--- config.mk ---
export PLATFORM = sky130hd
export DESIGN_NAME = bram_port_arbiter
export DESIGN_NICKNAME = d
export VERILOG_FILES = /design/src/rtl/bram_port_arbiter_pkg.sv /design/src/rtl/bram_port_arbiter_rr_arbiter.sv /design/src/rtl/bram_port_arbiter.sv
export SDC_FILE = /design/constraint.sdc
export NUM_CORES = 1
export LEC_CHECK = 0
export BUFFER_PORTS_ARGS = -buffer_cell sky130_fd_sc_hd__buf_2
export CORE_AREA = 2 2 112 114
export DETAILED_ROUTE_END_ITERATION = 16
export DIE_AREA = 0 0 114 116
export PLACE_DENSITY = 0.74
export REMOVE_ABC_BUFFERS = 1
export SLEW_MARGIN = 20
export SYNTH_ARGS = -nofsm -noshare
export SYNTH_HDL_FRONTEND = slang
export SYNTH_SLANG_ARGS = --single-unit
--- constraint.sdc ---
create_clock -name clk -period 6.5 [get_ports clk]
set_input_delay 1.3 -clock clk [delete_from_list [all_inputs] [get_ports clk]]
set_output_delay 1.3 -clock clk [all_outputs]
set_load 0.01 [all_outputs]
--- src/rtl/bram_port_arbiter_pkg.sv ---
`default_nettype none
// ============================================================================
// Module      : bram_port_arbiter_pkg
// Description : Shared constants and helpers for the BRAM port arbiter and
//               its round-robin sub-arbiter.
// Revision    : 1.0 - initial release
// ============================================================================
package bram_port_arbiter_pkg;

    // Largest requester count the arbiter is built and checked for.
    localparam int C_MAX_NUM_REQ = 16;

    // Ceiling log2. The result is never below 1, so that a pointer or index
    // built from it is still a legal vector when there is only one requester.
    function automatic int clog2_min1(input int value);
        int result;
        int rem;
        result = 0;
        rem    = value - 1;
        while (rem > 0) begin
            result = result + 1;
            rem    = rem >> 1;
        end
        return (result < 1) ? 1 : result;
    endfunction

    // Layout of one response-pipeline entry:
    //   bit [num_req]      : is_read
    //   bits [num_req-1:0] : one-hot id of the requester that issued the read
    function automatic int rsp_entry_width(input int num_req);
        return num_req + 1;
    endfunction

endpackage : bram_port_arbiter_pkg
`default_nettype wire

--- src/rtl/bram_port_arbiter_rr_arbiter.sv ---
`default_nettype none
// ============================================================================
// Module      : bram_port_arbiter_rr_arbiter
// Description : Purely combinational round-robin priority rotate. Scans the
//               request vector from i_ptr upward, wrapping around, and grants
//               the first asserted request. The result is a one-hot grant and
//               the index of the winner.
// Revision    : 1.0 - initial release
// ============================================================================
module bram_port_arbiter_rr_arbiter
    import bram_port_arbiter_pkg::*;
#(
    parameter int NUM_REQ = 4,
    parameter int PTR_W   = clog2_min1(NUM_REQ)
) (
    input  logic [NUM_REQ-1:0] i_req,
    input  logic [PTR_W-1:0]   i_ptr,
    output logic [NUM_REQ-1:0] o_grant,
    output logic [PTR_W-1:0]   o_grant_idx,
    output logic               o_grant_valid
);

    generate
        if (NUM_REQ == 1) begin : g_single
            // With a single requester there is nothing to rotate.
            logic w_unused_ptr;
            assign w_unused_ptr  = ^i_ptr;
            assign o_grant       = i_req;
            assign o_grant_idx   = '0;
            assign o_grant_valid = i_req[0];
        end else begin : g_multi
            localparam logic [PTR_W:0] C_NUM = (PTR_W + 1)'(NUM_REQ);

            logic [2*NUM_REQ-1:0] w_req_dbl;
            logic [NUM_REQ-1:0]   w_req_rot;
            logic [PTR_W-1:0]     w_offset;
            logic                 w_found;
            logic [PTR_W:0]       w_idx_sum;
            logic [PTR_W-1:0]     w_idx;

            // Rotate the doubled request vector so i_ptr lands at bit 0. Find
            // the lowest set bit, then map the offset back to an absolute
            // requester index.
            always_comb begin
                w_req_dbl = {i_req, i_req};
                w_req_rot = NUM_REQ'(w_req_dbl >> i_ptr);
                w_found   = 1'b0;
                w_offset  = '0;
                for (int k = 0; k < NUM_REQ; k++) begin
                    if (!w_found && w_req_rot[k]) begin
                        w_found  = 1'b1;
                        w_offset = PTR_W'(k);
                    end
                end
                w_idx_sum = {1'b0, i_ptr} + {1'b0, w_offset};
                if (w_idx_sum >= C_NUM) begin
                    w_idx_sum = w_idx_sum - C_NUM;
                end
                w_idx          = w_idx_sum[PTR_W-1:0];
                o_grant        = '0;
                o_grant[w_idx] = w_found;
                o_grant_idx    = w_idx;
                o_grant_valid  = w_found;
            end
        end
    endgenerate

endmodule : bram_port_arbiter_rr_arbiter
`default_nettype wire

--- src/rtl/bram_port_arbiter.sv ---
`default_nettype none
// ============================================================================
// Module      : bram_port_arbiter
// Description : Shares one BRAM port among C_NUM_REQ requesters. Arbitration is
//               round-robin with a valid/ready handshake. The winning command
//               is registered onto the RAM port. A latency pipeline steers
//               each read response back to the requester that issued it.
// Revision    : 1.0 - initial release
// ============================================================================
module bram_port_arbiter
    import bram_port_arbiter_pkg::*;
#(
    parameter int C_NUM_REQ    = 4,
    parameter int C_ADDR_WIDTH = 10,
    parameter int C_DATA_WIDTH = 32,
    parameter int C_RD_LATENCY = 1
) (
    input  logic                              clk,
    input  logic                              rst_n,
    input  logic [C_NUM_REQ-1:0]              req_valid,
    output logic [C_NUM_REQ-1:0]              req_ready,
    input  logic [C_NUM_REQ-1:0]              req_we,
    input  logic [C_NUM_REQ*C_ADDR_WIDTH-1:0] req_addr,
    input  logic [C_NUM_REQ*C_DATA_WIDTH-1:0] req_wdata,
    output logic [C_NUM_REQ-1:0]              rsp_valid,
    output logic [C_DATA_WIDTH-1:0]           rsp_rdata,
    output logic                              bram_en,
    output logic                              bram_we,
    output logic [C_ADDR_WIDTH-1:0]           bram_addr,
    output logic [C_DATA_WIDTH-1:0]           bram_din,
    input  logic [C_DATA_WIDTH-1:0]           bram_dout
);

    localparam int                 C_PTR_W      = clog2_min1(C_NUM_REQ);
    localparam int                 C_PIPE_DEPTH = C_RD_LATENCY + 1;
    localparam int                 C_ENTRY_W    = rsp_entry_width(C_NUM_REQ);
    localparam logic [C_PTR_W-1:0] C_LAST_IDX   = C_PTR_W'(C_NUM_REQ - 1);

    logic [C_PTR_W-1:0]      r_rr_ptr;
    logic [C_PTR_W-1:0]      w_rr_ptr_d;

    logic [C_NUM_REQ-1:0]    w_grant;
    logic [C_PTR_W-1:0]      w_grant_idx;
    logic                    w_grant_valid;

    logic                    w_sel_we;
    logic [C_ADDR_WIDTH-1:0] w_sel_addr;
    logic [C_DATA_WIDTH-1:0] w_sel_wdata;

    logic                    r_bram_en;
    logic                    w_bram_en_d;
    logic                    r_bram_we;
    logic                    w_bram_we_d;
    logic [C_ADDR_WIDTH-1:0] r_bram_addr;
    logic [C_ADDR_WIDTH-1:0] w_bram_addr_d;
    logic [C_DATA_WIDTH-1:0] r_bram_din;
    logic [C_DATA_WIDTH-1:0] w_bram_din_d;

    // Index 0 is the entry for the command on the RAM port this cycle.
    // Index C_PIPE_DEPTH-1 lines up with that command's data on bram_dout.
    logic [C_PIPE_DEPTH-1:0][C_ENTRY_W-1:0] r_rsp_pipe;
    logic [C_ENTRY_W-1:0]                   w_pipe_in;
    logic [C_ENTRY_W-1:0]                   w_pipe_out;

    bram_port_arbiter_rr_arbiter #(
        .NUM_REQ (C_NUM_REQ),
        .PTR_W   (C_PTR_W)
    ) u_rr_arbiter (
        .i_req         (req_valid),
        .i_ptr         (r_rr_ptr),
        .o_grant       (w_grant),
        .o_grant_idx   (w_grant_idx),
        .o_grant_valid (w_grant_valid)
    );

    // Ready is the raw grant, forced low while reset is held.
    assign req_ready = w_grant & {C_NUM_REQ{rst_n}};

    // Select the winning requester's command fields. The grant is one-hot.
    always_comb begin
        w_sel_we    = 1'b0;
        w_sel_addr  = '0;
        w_sel_wdata = '0;
        for (int i = 0; i < C_NUM_REQ; i++) begin
            if (w_grant[i]) begin
                w_sel_we    = req_we[i];
                w_sel_addr  = req_addr[i*C_ADDR_WIDTH +: C_ADDR_WIDTH];
                w_sel_wdata = req_wdata[i*C_DATA_WIDTH +: C_DATA_WIDTH];
            end
        end
    end

    // Next state: advance the pointer past the winner, load the command, and
    // tag reads for the response pipeline.
    always_comb begin
        w_rr_ptr_d = r_rr_ptr;
        if (w_grant_valid) begin
            w_rr_ptr_d = (w_grant_idx == C_LAST_IDX) ? '0 : w_grant_idx + C_PTR_W'(1);
        end
        w_bram_en_d   = w_grant_valid;
        w_bram_we_d   = w_grant_valid & w_sel_we;
        w_bram_addr_d = w_grant_valid ? w_sel_addr  : r_bram_addr;
        w_bram_din_d  = w_grant_valid ? w_sel_wdata : r_bram_din;
        w_pipe_in     = '0;
        if (w_grant_valid && !w_sel_we) begin
            w_pipe_in = {1'b1, w_grant};
        end
    end

    // State registers. A reset discards every in-flight read tag.
    always_ff @(posedge clk or negedge rst_n) begin
        if (!rst_n) begin
            r_rr_ptr    <= '0;
            r_bram_en   <= 1'b0;
            r_bram_we   <= 1'b0;
            r_bram_addr <= '0;
            r_bram_din  <= '0;
            r_rsp_pipe  <= '0;
        end else begin
            r_rr_ptr    <= w_rr_ptr_d;
            r_bram_en   <= w_bram_en_d;
            r_bram_we   <= w_bram_we_d;
            r_bram_addr <= w_bram_addr_d;
            r_bram_din  <= w_bram_din_d;
            r_rsp_pipe  <= {r_rsp_pipe[C_PIPE_DEPTH-2:0], w_pipe_in};
        end
    end

    assign bram_en   = r_bram_en;
    assign bram_we   = r_bram_we;
    assign bram_addr = r_bram_addr;
    assign bram_din  = r_bram_din;

    assign w_pipe_out = r_rsp_pipe[C_PIPE_DEPTH-1];
    assign rsp_valid  = w_pipe_out[C_NUM_REQ] ? w_pipe_out[C_NUM_REQ-1:0] : '0;
    // The RAM's output register already holds the read data in the cycle the
    // tag arrives. The data is passed through and zeroed when no response is
    // due, so it reads 0 out of reset.
    assign rsp_rdata  = (|rsp_valid) ? bram_dout : '0;

endmodule : bram_port_arbiter
`default_nettype wire

==> metrics.txt <==
status=finished clean; worst-margin pin slew=between 1000 and 1500 ps; Critical Path AT=~3600 ps; Congestion Overflow GR=0; min cycle time layout=between 4000 and 5000 ps; Max Cap Violations=0; sequential share of the synthesized area=0.361; Worst setup EP type=output pin; Ports=just under 300; Post-Route WL=13,600 um; post-route insts no fill=857; CP top delay family=adder cells; nets=between 900 and 1,000; Util after Layout=0.458; asr flop ratio synth=1.00; Setup CP Type=input pin to output pin; post-route setup TNS=0 ps; Final ANT Viol Nets=0; total CTS buffers=5; gr usage total=0.196; biggest cell delay along the critical path=460 ps; Fmax achieved=206 MHz; Final Hold Fails=0; crit-path max FO=16; CTS sink cnt=56; initial DRC count=165; maximum root-to-sink buffer count=2; Clock Skew=3.93 ps; htree depth=2; area of the die=13,200 um^2; Slew headroom=0.332; crit path cell chain=buf_2 -> inv_1 -> o21ai_0 -> a21oi_1 -> o31a_1 -> ha_1 -> xor2_1 -> xnor2_1 -> ha_2 -> and3_1 -> buf_2; max-slew violation count=0; HPWL Detailed=10,200 um; WL/cell=approximately 16 um; row cnt=40; sw frac=0.470; Distinct cells, synth=37; layout cell share with drive strength beyond 1=0.477; VDD IR-drop max=~0.23 mV; Comb power frac=0.740; share of power burned in registers=0.184; clk slew on worst S/H paths=60 ps; Design Power=3.45 mW; Synth top area share=0.361; NetSw=1.62 mW; die width=114 um; Hold Path Class=flip-flop to flip-flop; final setup vio count=0; clock tree from TritonCTS=done; Placed Cells=850; drt drc=0; PortBufs=293; Worst Path Required=5200 ps; CP Launch Type=input pin; largest cells by area after synthesis=dfrtp_1 36%, a211o_1 9.0%, a221oi_1 9.0%, a21oi_1 8.0%, and2_1 6.1%; root buf cell=clkbuf_16; Gates resized, CTS repair=0; Synth Warn #=0; hold_buf cts=0; RSZ-0062 raised after global routing=no; EDFF count, synth=0; Synth area leader=dfrtp_1; leakage=2.98 nW; ANT cells=0; Die Y=around 120 um; clock share of power=0.076; vias in the first global route=4,105; synth cell count leaders=62 x a21oi_1, 56 x dfrtp_1, 46 x nor2_1; routed via count=4,363; Int Pwr=1.83 mW; most frequent cell after synthesis=a21oi_1; routability cong.=0.762; Yosys reg bits=56; Worst-Skew Late Latency=290 ps; CP most frequent cell=buf_2; Cells after Synth=448; Pre-antenna DRT Iters=4; largest net degree at the start of global routing=88; CP Buf/Inv Count=3; pwr dens=about 630 nW/um^2; final period utilization=0.747; CP max-delay cell=ha_2; core outline area=11,900 um^2; Via density=5.09; Syn Area/Cell=8.67 um^2; Initial Util=0.326; initial antenna violation count=0; cell area after synthesis=3890 um^2; Synth Flop Type=dfrtp_1; first-pass GRT wire length=20,400 um; Area growth syn-to-layout=40.5%; post-CTS setup buffer count=0
[layout by cell type, fill, tap and decap left out, types with 4 or more instances in the layout]
cell type and n:
buf_2 293, a21oi_1 62, dfrtp_1 56, nor2_1 46
inv_1 44, a221oi_1 40, a211o_1 40, and2_1 38
a21oi_2 24, nand2_1 12, buf_4 7, o21ai_0 5
clkbuf_16 5, and3_1 4
[state kept, by name, summed over array words and instances, names as in the netlist]
register	count
bram_addr	10
bram_en	1
bram_din	32
bram_we	1
r_rsp_pipe	5
w_pipe_out	5
r_rr_ptr	2
[per-stage QoR]
| stage | worst slack, ps | area [um^2] | hold slack [ps] |
|---|---|---|---|
| floorplan | 720 | 3600 | 331 |
| global route | 1440 | 5460 | 357 |
| detailed placement | 1630 | 5320 | 335 |
| CTS | 1620 | 5460 | 350 |
| finish | 1650 | 5460 | 347 |
| global placement | 1710 | 5320 | 333 |
[power by group through the flow]
stage | Combinational [mW] | Sequential [mW] | Clock, mW
6_report | 2.55 | 0.635 | 0.261
5_1_grt | 2.87 | 0.657 | 0.283
4_1_cts | 2.60 | 0.637 | 0.272
3_5_place_dp | 2.59 | 0.642 | 0
3_3_place_gp | 2.56 | 0.634 | 0
2_1_floorplan | 1.80 | 0.698 | 0
[final cells by class]
class | count | area [um^2]
Timing Repair Buffer | 300 | 1520
Tap cell | 147 | 184
Multi-Input combinational cell | 302 | 2050
Clock buffer | 5 | 125
Sequential cell | 56 | 1400
Clock inverter | 2 | 12.5
Inverter | 45 | 169
Fill cell | 1230 | 6450
[path summary, 6_finish.rpt]
path / start / endpoint / slack [ps] / depth (start not counted)
max: req_valid[0] / req_ready[1] / 1650 / 11
min in group asynchronous: rst_n / bram_din[14] / 950 / 1
min: r_rsp_pipe[3] / w_pipe_out[3] / 350 / 0
max reg2reg: r_rr_ptr[1] / r_rsp_pipe[0] / 2830 / 12
min reg2reg: r_rsp_pipe[3] / w_pipe_out[3] / 350 / 0
max in group asynchronous: rst_n / bram_addr[4] / 4760 / 2
[logic make-up after synthesis]
family                   Yosys count  synth area share
XOR/XNOR                           3           0.00676
AO/OA/AOI/OAI                    183             0.350
flip-flops                        56             0.361
adder cells (fa/ha/maj)            5            0.0161
buffers and inverters             90             0.117
AND/OR/NAND/NOR                  111             0.150
[per-layer routing]
| metal | vias up | track usage | share of wire |
|---|---|---|---|
| met5 | - | 0 | 0 |
| met3 | 17 | 0.0455 | 0.072 |
| met2 | 188 | 0.383 | 0.52 |
| li1 | 2119 | - | - |
| met1 | 2039 | 0.212 | 0.38 |
| met4 | 0 | 0.0528 | 0.022 |
Note: power is estimated with default switching activity, not from simulation.
